[src/rtl/alu_writeback_psr_if.sv]
// Bus between the ALU, this writeback stage and the register-file write port.
// Handshakes: in_valid/in_ready transfer when both are 1 on a rising edge; rf_we/rf_ready likewise.
interface alu_writeback_psr_if #(
  parameter int DATA_W = 16,
  parameter int ADDR_W = 4
);
  logic              in_valid;
  logic              in_ready;
  logic [DATA_W-1:0] alu_result;
  logic              alu_carry;
  logic              alu_flag;
  logic              alu_low;
  logic              alu_negative;
  logic              alu_zero;
  logic [4:0]        psr_mask;
  logic              wb_en;
  logic [ADDR_W-1:0] wb_addr;
  logic              rf_we;
  logic [ADDR_W-1:0] rf_waddr;
  logic [DATA_W-1:0] rf_wdata;
  logic              rf_ready;

  modport master (
    output in_valid, alu_result, alu_carry, alu_flag, alu_low, alu_negative, alu_zero,
    output psr_mask, wb_en, wb_addr, rf_ready,
    input  in_ready, rf_we, rf_waddr, rf_wdata
  );

  modport slave (
    input  in_valid, alu_result, alu_carry, alu_flag, alu_low, alu_negative, alu_zero,
    input  psr_mask, wb_en, wb_addr, rf_ready,
    output in_ready, rf_we, rf_waddr, rf_wdata
  );
endinterface

[src/rtl/alu_writeback_psr.sv]
// ALU writeback stage: holds the PSR, feeds Carry back to the ALU and queues
// register-file writes in an in-order FIFO with a youngest-match forwarding lookup.
module alu_writeback_psr #(
   parameter int DEPTH  = 2,
   parameter int DATA_W = 16,
   parameter int ADDR_W = 4
) (
   input  logic                clk,
   input  logic                reset_n,
   alu_writeback_psr_if.slave  bus,
   output logic [4:0]          psr,
   output logic                carry_to_alu,
   input  logic [ADDR_W-1:0]   fwd_addr,
   output logic                fwd_hit,
   output logic [DATA_W-1:0]   fwd_data,
   input  logic                psr_clear
);
   localparam int PTR_W = (DEPTH > 1) ? $clog2(DEPTH) : 1;
   localparam int CNT_W = $clog2(DEPTH + 1);

   logic [ADDR_W-1:0] addr_q [DEPTH];
   logic [DATA_W-1:0] data_q [DEPTH];
   logic [PTR_W-1:0]  head;
   logic [PTR_W-1:0]  tail;
   logic [CNT_W-1:0]  count;
   logic              accept;
   logic              enq;
   logic              deq;
   logic [4:0]        flags;

   // in_ready looks only at the registered count so it never depends on rf_ready.
   assign bus.in_ready = (count < CNT_W'(DEPTH));
   assign accept       = bus.in_valid && bus.in_ready;
   assign enq          = accept && bus.wb_en;
   assign deq          = bus.rf_we && bus.rf_ready;
   assign flags        = {bus.alu_carry, bus.alu_flag, bus.alu_low, bus.alu_negative, bus.alu_zero};

   assign bus.rf_we    = (count != '0);
   assign bus.rf_waddr = addr_q[head];
   assign bus.rf_wdata = data_q[head];
   assign carry_to_alu = psr[4];

   always_ff @(posedge clk or negedge reset_n) begin
      if (!reset_n) begin
         psr <= '0;
      end else if (psr_clear) begin
         psr <= '0;
      end else if (accept) begin
         psr <= (psr & ~bus.psr_mask) | (flags & bus.psr_mask);
      end
   end

   always_ff @(posedge clk or negedge reset_n) begin
      if (!reset_n) begin
         head  <= '0;
         tail  <= '0;
         count <= '0;
         for (int i = 0; i < DEPTH; i++) begin
            addr_q[i] <= '0;
            data_q[i] <= '0;
         end
      end else begin
         if (enq) begin
            addr_q[tail] <= bus.wb_addr;
            data_q[tail] <= bus.alu_result;
            tail         <= tail + PTR_W'(1);
         end
         if (deq) begin
            head <= head + PTR_W'(1);
         end
         case ({enq, deq})
            2'b10:   count <= count + CNT_W'(1);
            2'b01:   count <= count - CNT_W'(1);
            default: count <= count;
         endcase
      end
   end

   // Walk oldest to youngest so the last match left standing is the youngest.
   always_comb begin
      logic [PTR_W-1:0] idx;
      fwd_hit  = 1'b0;
      fwd_data = '0;
      idx      = head;
      for (int i = 0; i < DEPTH; i++) begin
         idx = head + PTR_W'(i);
         if ((CNT_W'(i) < count) && (addr_q[idx] == fwd_addr)) begin
            fwd_hit  = 1'b1;
            fwd_data = data_q[idx];
         end
      end
   end
endmodule

[src/flat_wrapper.sv]
// flat-port wrapper written by rule: the top's interface ports become plain ports
module alu_writeback_psr_flat 
#(
   parameter int DEPTH  = 2,
   parameter int DATA_W = 16,
   parameter int ADDR_W = 4
)
  (clk, reset_n, psr, carry_to_alu, fwd_addr, fwd_hit, fwd_data, psr_clear, bus_in_valid, bus_alu_result, bus_alu_carry, bus_alu_flag, bus_alu_low, bus_alu_negative, bus_alu_zero, bus_psr_mask, bus_wb_en, bus_wb_addr, bus_rf_ready, bus_in_ready, bus_rf_we, bus_rf_waddr, bus_rf_wdata);
  alu_writeback_psr_if #(.DATA_W(DATA_W), .ADDR_W(ADDR_W)) bus_i ();
  input  logic clk;
  input  logic reset_n;
  output logic [4:0] psr;
  output logic carry_to_alu;
  input  logic [ADDR_W-1:0] fwd_addr;
  output logic fwd_hit;
  output logic [DATA_W-1:0] fwd_data;
  input  logic psr_clear;
  input wire logic [$bits(bus_i.in_valid)-1:0] bus_in_valid;
  input wire logic [$bits(bus_i.alu_result)-1:0] bus_alu_result;
  input wire logic [$bits(bus_i.alu_carry)-1:0] bus_alu_carry;
  input wire logic [$bits(bus_i.alu_flag)-1:0] bus_alu_flag;
  input wire logic [$bits(bus_i.alu_low)-1:0] bus_alu_low;
  input wire logic [$bits(bus_i.alu_negative)-1:0] bus_alu_negative;
  input wire logic [$bits(bus_i.alu_zero)-1:0] bus_alu_zero;
  input wire logic [$bits(bus_i.psr_mask)-1:0] bus_psr_mask;
  input wire logic [$bits(bus_i.wb_en)-1:0] bus_wb_en;
  input wire logic [$bits(bus_i.wb_addr)-1:0] bus_wb_addr;
  input wire logic [$bits(bus_i.rf_ready)-1:0] bus_rf_ready;
  output wire logic [$bits(bus_i.in_ready)-1:0] bus_in_ready;
  output wire logic [$bits(bus_i.rf_we)-1:0] bus_rf_we;
  output wire logic [$bits(bus_i.rf_waddr)-1:0] bus_rf_waddr;
  output wire logic [$bits(bus_i.rf_wdata)-1:0] bus_rf_wdata;
  assign bus_i.in_valid = bus_in_valid;
  assign bus_i.alu_result = bus_alu_result;
  assign bus_i.alu_carry = bus_alu_carry;
  assign bus_i.alu_flag = bus_alu_flag;
  assign bus_i.alu_low = bus_alu_low;
  assign bus_i.alu_negative = bus_alu_negative;
  assign bus_i.alu_zero = bus_alu_zero;
  assign bus_i.psr_mask = bus_psr_mask;
  assign bus_i.wb_en = bus_wb_en;
  assign bus_i.wb_addr = bus_wb_addr;
  assign bus_i.rf_ready = bus_rf_ready;
  assign bus_in_ready = bus_i.in_ready;
  assign bus_rf_we = bus_i.rf_we;
  assign bus_rf_waddr = bus_i.rf_waddr;
  assign bus_rf_wdata = bus_i.rf_wdata;
  alu_writeback_psr #(.DEPTH(DEPTH), .DATA_W(DATA_W), .ADDR_W(ADDR_W)) u_core (.clk(clk), .reset_n(reset_n), .bus(bus_i), .psr(psr), .carry_to_alu(carry_to_alu), .fwd_addr(fwd_addr), .fwd_hit(fwd_hit), .fwd_data(fwd_data), .psr_clear(psr_clear));
endmodule
[config.mk]
export PLATFORM = sky130hd
export DESIGN_NAME = alu_writeback_psr_flat
export DESIGN_NICKNAME = d
export VERILOG_FILES = /design/src/rtl/alu_writeback_psr_if.sv /design/src/rtl/alu_writeback_psr.sv /design/src/flat_wrapper.sv
export SDC_FILE = /design/constraint.sdc
export NUM_CORES = 1
export LEC_CHECK = 0
export CORE_UTILIZATION = 40
export CTS_BUF_LIST = sky130_fd_sc_hd__clkbuf_8
export CTS_CLUSTER_DIAMETER = 40
export CTS_CLUSTER_SIZE = 25
export DETAILED_ROUTE_END_ITERATION = 8
export PLACE_DENSITY = 0.67
export SYNTH_ARGS = -nofsm -noshare
export SYNTH_HDL_FRONTEND = slang
export SYNTH_SLANG_ARGS = --single-unit
[constraint.sdc]
create_clock -name clk -period 3.9 [get_ports clk]
set_clock_uncertainty 0.15 [all_clocks]
set_input_delay 0.585 -clock clk [delete_from_list [all_inputs] [get_ports clk]]
set_output_delay 0.585 -clock clk [all_outputs]
set_load 0.01 [all_outputs]
==> flow_summary.ini, run 1 <==
[timing]
finalCritPeriodShare_pct = 94.34
slew_headroom_pct = 63.14
worst_pin_slew_ns = 0.5524
whs_ns = 0.07785
drv_slew = 0
hold_violations = 0
final.min_clock_period_ns = 3.679
setup_viol = 0
rsz0062_at_grt = false
finalSetupTns_ns = 0
max_freq_mhz = 271.8

[place]
dp_cells = 435
io_buffer_count = 84
post_dp_cell_area_um2 = 3785
gp_congestion = 0.7426
dpl.hpwl_um = 4568

[routing]
routed_via_density = 5.302
drc_errors = 0
drt-initial-drc-count = 104
wl_per_cell_um = 14.84
dr_total_vias = 2349
final_antenna_net_count = 0
drt-total-wl_um = 6576
dr.pass1.iters = 4

[yosys]
ys_seq_area_share_pct = 43.00
synth-compound-area-share_pct = 8.776
syn_nets = 311
synth_warnings = 0
synth_top_family_by_area = multiplexers
synth_area_um2 = 2851
netlist-cell-type-count = 26
avgSynthCellArea_um2 = 10.64
synth_mux_area_share_pct = 25.93
syn_inst = 268
synth_fa_ha_area_share_pct = 1.316
ys_ff_latch = 49
synth_xor_xnor_area_share_pct = 3.072
synth-simple-area-share_pct = 13.34

[grt]
grt_usage_pct = 18.70
grt_max_degree = 34
grt.met1_usage_pct = 23.72
grt_first_pass_wirelength_um = 10850
busiest_layer = met2
grt_pass1_vias = 2258
met3_usage_pct = 4.000
grt_use_met2_pct = 32.54
overflow = 0
antenna_found_initial = 0

[clocking]
cts_made_buffers = 5
postCtsSetupRepairBufs = 0
clockBufferDepth = 2
cts_tree = done
cts_root_buf = clkbuf_8
cts-resized-gates = 0
clk_pin_slew_worst_paths_ns = 0.09
insertion_delay_ns = 0.30
holdBufCountCts = 0
clock_sinks = 49
cts.htree.levels = 2

[setup_path]
critical_path.max_fanout = 33
r2r_cells = 6
cp.arrival_ns = 2.94
worstPathRequired_ns = 3.16
crit_path_start_kind = input pin
cp_cell_sequence = clkdlybuf4s50_1, or3b_1, mux2i_1, and4_1, buf_12, nand2_1, a32oi_1, clkdlybuf4s50_1
cp_num_cells = 8
path_delay_family = buffers and inverters
crit_top_cell = clkdlybuf4s50_1
crit_type = in2out
r2r_slack_ns = 1.63
startpoint = fwd_addr[0]
reg2reg_from = u_core.count[1]$_DFFE_PN0P_
cp-end-kind = output pin
critPathMaxStageDelay_ns = 0.57
cp_num_buf_inv = 3
slowest_stage = clkdlybuf4s50_1
critPathCapture = fwd_data[10]
timing.rr.end = u_core.data_q[25]$_DFFE_PN0P_

[finish]
final_common_cell = clkdlybuf4s50_1
instances_no_fill = 443
drive_gt1_share_pct = 23.34
nFillCells = 625
fin_nets = 389
num_antenna_cells = 0
mostFrequentLayoutCells = clkdlybuf4s50_1 (83), mux2_2 (59), dfrtp_1 (48), nand3_1 (38), nand2_1 (28)
areaGrowthSynthToFinish_pct = 36.95
fin_area_um2 = 3905

[run]
drv_cap = 0

[floorplanning]
core_um2 = 6832
die_w_um = 86.43
die_h_um = 86.43
ios = 85
initial_core_util_pct = 41.74
die_area_um2 = 7470
fp-row-count = 30

[pwr]
power.density_nw_per_um2 = 802.2
p_leak_nw = 1.494
vdd_drop_max_v = 0.0003740

[worst_hold_path]
worstHoldPathType = in2async

[status]
status = complete, no violations
power by group:
group	internal [mW]	total (mW)	leakage [nW]	switching (mW)
sequential	0.748	0.984	0.592	0.237
combinational	1.05	1.77	0.845	0.723
clock	0.209	0.379	0.0574	0.171
total	2.00	3.13	1.49	1.13
worst reg2reg max path: stages (launching register included):
cell and delay [ns]:
dfrtp_1 0.43, nor2b_1 0.13, buf_4 0.19, nand2_1 0.13
nor2_2 0.45, buf_4 0.32, mux2_2 0.36
kinds of logic (layout without fill, tap and decap cells):
logic type               after synthesis  count (layout)
multiplexers                          66              66
buffers and inverters                 25             104
XOR/XNOR                              10              10
adder cells (fa/ha/maj)                3               3
flip-flops                            49              49
AND/OR/NAND/NOR                       77              77
AO/OA/AOI/OAI                         38              38
cells in the mapped netlist, drive strengths merged:
cell type | n | area [um2]
a21oi | 21 | 105.1
a32oi | 16 | 140.1
and4 | 1 | 8.760
buf | 12 | 81.32
clkbuf | 10 | 37.54
dfrtp | 49 | 1226
ha | 3 | 37.54
inv | 3 | 11.26
mux2 | 60 | 679.4
mux2i | 6 | 60.06
nand2 | 28 | 105.1
nand3 | 38 | 190.2
nand3b | 1 | 7.510
nand4 | 1 | 6.260
nor2 | 2 | 7.510
nor2b | 3 | 18.77
nor4 | 1 | 21.27
o21ai | 1 | 5.000
or2 | 1 | 6.260
or3b | 1 | 8.760
xnor2 | 3 | 26.28
xor2 | 7 | 61.31
cell type report:
class	count	area, um2	area share (%)
multi-input cells	194	1498	38.35
flip-flops and latches	49	1227	31.43
repair buffers	93	928.4	23.77
well taps	96	120.1	3.076
clock buffers	6	82.58	2.115
clock inverters	2	37.54	0.9612
inverters	3	11.26	0.2884
state kept, by name, summed over array words and instances, names as in the netlist:
name / flops
u_core.data_q: 32
u_core.addr_q: 8
u_core.psr: 5
u_core.count: 2
u_core.head: 1
u_core.tail: 1
per-layer routing:
layer | routed length (um) | up-vias
met5 | 0 | -
met4 | 71 | 0
li1 | - | 1132
met3 | 310 | 8
met1 | 2907 | 1142
met2 | 3287 | 67
worst min path at each step:
| stage | slack (ns) | endpoint | start | cells past startpoint |
|---|---|---|---|---|
| floorplan | 0.14 | u_core.addr_q[0]$_DFFE_PN0P_ | reset_n | 0 |
| global placement | 0.35 | u_core.count[0]$_DFFE_PN0P_ | u_core.count[0]$_DFFE_PN0P_ | 1 |
| detailed placement | 0.37 | u_core.psr[3]$_DFFE_PN0P_ | u_core.psr[3]$_DFFE_PN0P_ | 2 |
| CTS | 0.09 | u_core.addr_q[6]$_DFFE_PN0P_ | reset_n | 1 |
| global route | 0.1 | u_core.addr_q[6]$_DFFE_PN0P_ | reset_n | 1 |
| finish | 0.08 | u_core.data_q[4]$_DFFE_PN0P_ | reset_n | 1 |
per-stage QoR:
step                setup WS, ns  power, mW  utilization (%)
floorplan                  1.083      1.995                -
global placement          0.2106      2.736            55.40
detailed placement        0.1986      2.774            55.40
CTS                       0.2023      3.170            57.16
global route             0.04387      3.357            57.16
finish                    0.2208      3.132            57.16
No activity file was read; power rests on OpenSTA's default activity.
==> inputs of run 2 (changes only) <==
--- a/config.mk
+++ b/config.mk
@@ -10,7 +10,7 @@
 export CTS_CLUSTER_DIAMETER = 40
 export CTS_CLUSTER_SIZE = 25
 export DETAILED_ROUTE_END_ITERATION = 8
-export PLACE_DENSITY = 0.67
+export PLACE_DENSITY = 0.7
 export SYNTH_ARGS = -nofsm -noshare
 export SYNTH_HDL_FRONTEND = slang
 export SYNTH_SLANG_ARGS = --single-unit
==> flow_summary.ini, run 2 (synthesis gave the netlist of run 1 again) <==
[finish]
regMostFlops = u_core.data_q
fin_area_um2 = 3860
fin_nets = 388
areaGrowthSynthToFinish_pct = 35.37
largest_reg_flops = 32
reg_top3 = u_core.data_q x32, u_core.addr_q x8, u_core.psr x5
num_antenna_cells = 0
final_common_cell = clkdlybuf4s50_1
drive_gt1_share_pct = 22.83
mostFrequentLayoutCells = clkdlybuf4s50_1 (83), mux2_2 (59), dfrtp_1 (48), nand3_1 (38), nand2_1 (28)

[clocking]
insertion_delay_ns = 0.30
cts.htree.levels = 2
clock_sinks = 49
postCtsSetupRepairBufs = 0
cts_made_buffers = 5
cts_root_buf = clkbuf_8
clk_pin_slew_worst_paths_ns = 0.09
holdBufCountCts = 0
cts_tree = done
cts-resized-gates = 0
clockBufferDepth = 2

[pwr]
power.density_nw_per_um2 = 786.7
p_leak_nw = 1.481
totalPowerFinal_mw = 3.037
vdd_drop_max_v = 0.0003526

[setup_path]
worstPathRequired_ns = 3.16
critical_path.max_fanout = 33
cp.arrival_ns = 2.99
r2r_cells = 6
crit_type = in2out
cp-end-kind = output pin
crit_path_start_kind = input pin

[floorplanning]
fp-row-count = 30
ios = 85
initial_core_util_pct = 41.74
core_um2 = 6832
die_h_um = 86.43
die_area_um2 = 7470
die_w_um = 86.43

[timing]
finalCritPeriodShare_pct = 95.48
finalSetupTns_ns = 0
hold_violations = 0
setup_viol = 0
max_freq_mhz = 268.6
rsz0062_at_grt = false
final.min_clock_period_ns = 3.724
drv_slew = 0
worst_pin_slew_ns = 0.8134
slew_headroom_pct = 45.77

[routing]
final_antenna_net_count = 0
routed_via_density = 5.367
drc_errors = 0
drt-initial-drc-count = 144
dr_total_vias = 2372
wl_per_cell_um = 14.82
drt-total-wl_um = 6549
dr.pass1.iters = 5

[grt]
overflow = 0
grt_max_degree = 49
grt_pass1_vias = 2320
antenna_found_initial = 0
grt_usage_pct = 18.80
grt_first_pass_wirelength_um = 11070

[place]
io_buffer_count = 84
post_dp_cell_area_um2 = 3777
dpl.hpwl_um = 4539
gp_congestion = 0.7920

[run]
drv_cap = 0

[worst_hold_path]
worstHoldPathType = in2async

[status]
status = complete, no violations
-- run 2: worst paths after layout --
path / startpoint / to / slack [ns]
setup / recovery: fwd_addr[0] / fwd_data[10] / 0.18
hold / removal: reset_n / u_core.data_q[9]$_DFFE_PN0P_ / 0.22
setup reg to reg: u_core.count[1]$_DFFE_PN0P_ / u_core.data_q[31]$_DFFE_PN0P_ / 1.61
hold reg to reg: u_core.count[0]$_DFFE_PN0P_ / u_core.count[0]$_DFFE_PN0P_ / 0.37
max in group asynchronous: reset_n / u_core.data_q[3]$_DFFE_PN0P_ / 2.65
min in group clk: u_core.count[0]$_DFFE_PN0P_ / u_core.count[0]$_DFFE_PN0P_ / 0.37
-- run 2: layout make-up --
class | count | area [um2]
Clock buffer | 5 | 68.82
Inverter | 3 | 11.26
Sequential cell | 49 | 1227
Tap cell | 96 | 120.1
Fill cell | 624 | 2972
Clock inverter | 3 | 13.76
Timing Repair Buffer | 92 | 920.9
Multi-Input combinational cell | 194 | 1498
-- run 2: critical path, stage by stage --
cell and delay, ns:
clkdlybuf4s50_1 0.45, or3b_1 0.38, mux2i_1 0.21, and4_1 0.27, buf_12 0.19, a21oi_1 0.09, a32oi_1 0.22, clkdlybuf4s50_1 0.58
-- run 2: stage by stage --
step                worst slack, ns  std cells  utilization [%]  hold WS [ns]
floorplan                     1.083        268                -        0.1394
global placement             0.1951        434            55.29        0.3471
detailed placement           0.1737        434            55.29        0.3530
CTS                          0.1774        442            56.50        0.2477
global route                0.01111        442            56.50        0.2820
finish                       0.1764        442            56.50        0.2244
-- run 2: routing by layer --
layer / global-route usage, % / vias up / routed length [um]
li1: - / 1132 / -
met1: 23.72 / 1177 / 2877
met2: 33.55 / 61 / 3339
met3: 3.429 / 2 / 301
met4: 4.091 / 0 / 31
met5: 0 / - / 0
-- run 2: report_power, final --
group | total, mW | internal [mW] | switching (mW) | leakage [nW]
Combinational | 1.77 | 1.04 | 0.727 | 0.840
Clock | 0.287 | 0.122 | 0.165 | 0.0491
Sequential | 0.983 | 0.748 | 0.235 | 0.592
Total | 3.04 | 1.91 | 1.13 | 1.48
==> inputs of run 3 (changes only) <==
--- a/config.mk
+++ b/config.mk
@@ -11,6 +11,7 @@
 export CTS_CLUSTER_SIZE = 25
 export DETAILED_ROUTE_END_ITERATION = 8
 export PLACE_DENSITY = 0.7
+export SKIP_CTS_REPAIR_TIMING = 1
 export SYNTH_ARGS = -nofsm -noshare
 export SYNTH_HDL_FRONTEND = slang
 export SYNTH_SLANG_ARGS = --single-unit
==> results of run 3 <==
No change in the layout: final DEF, timing and power equal those of run 2.
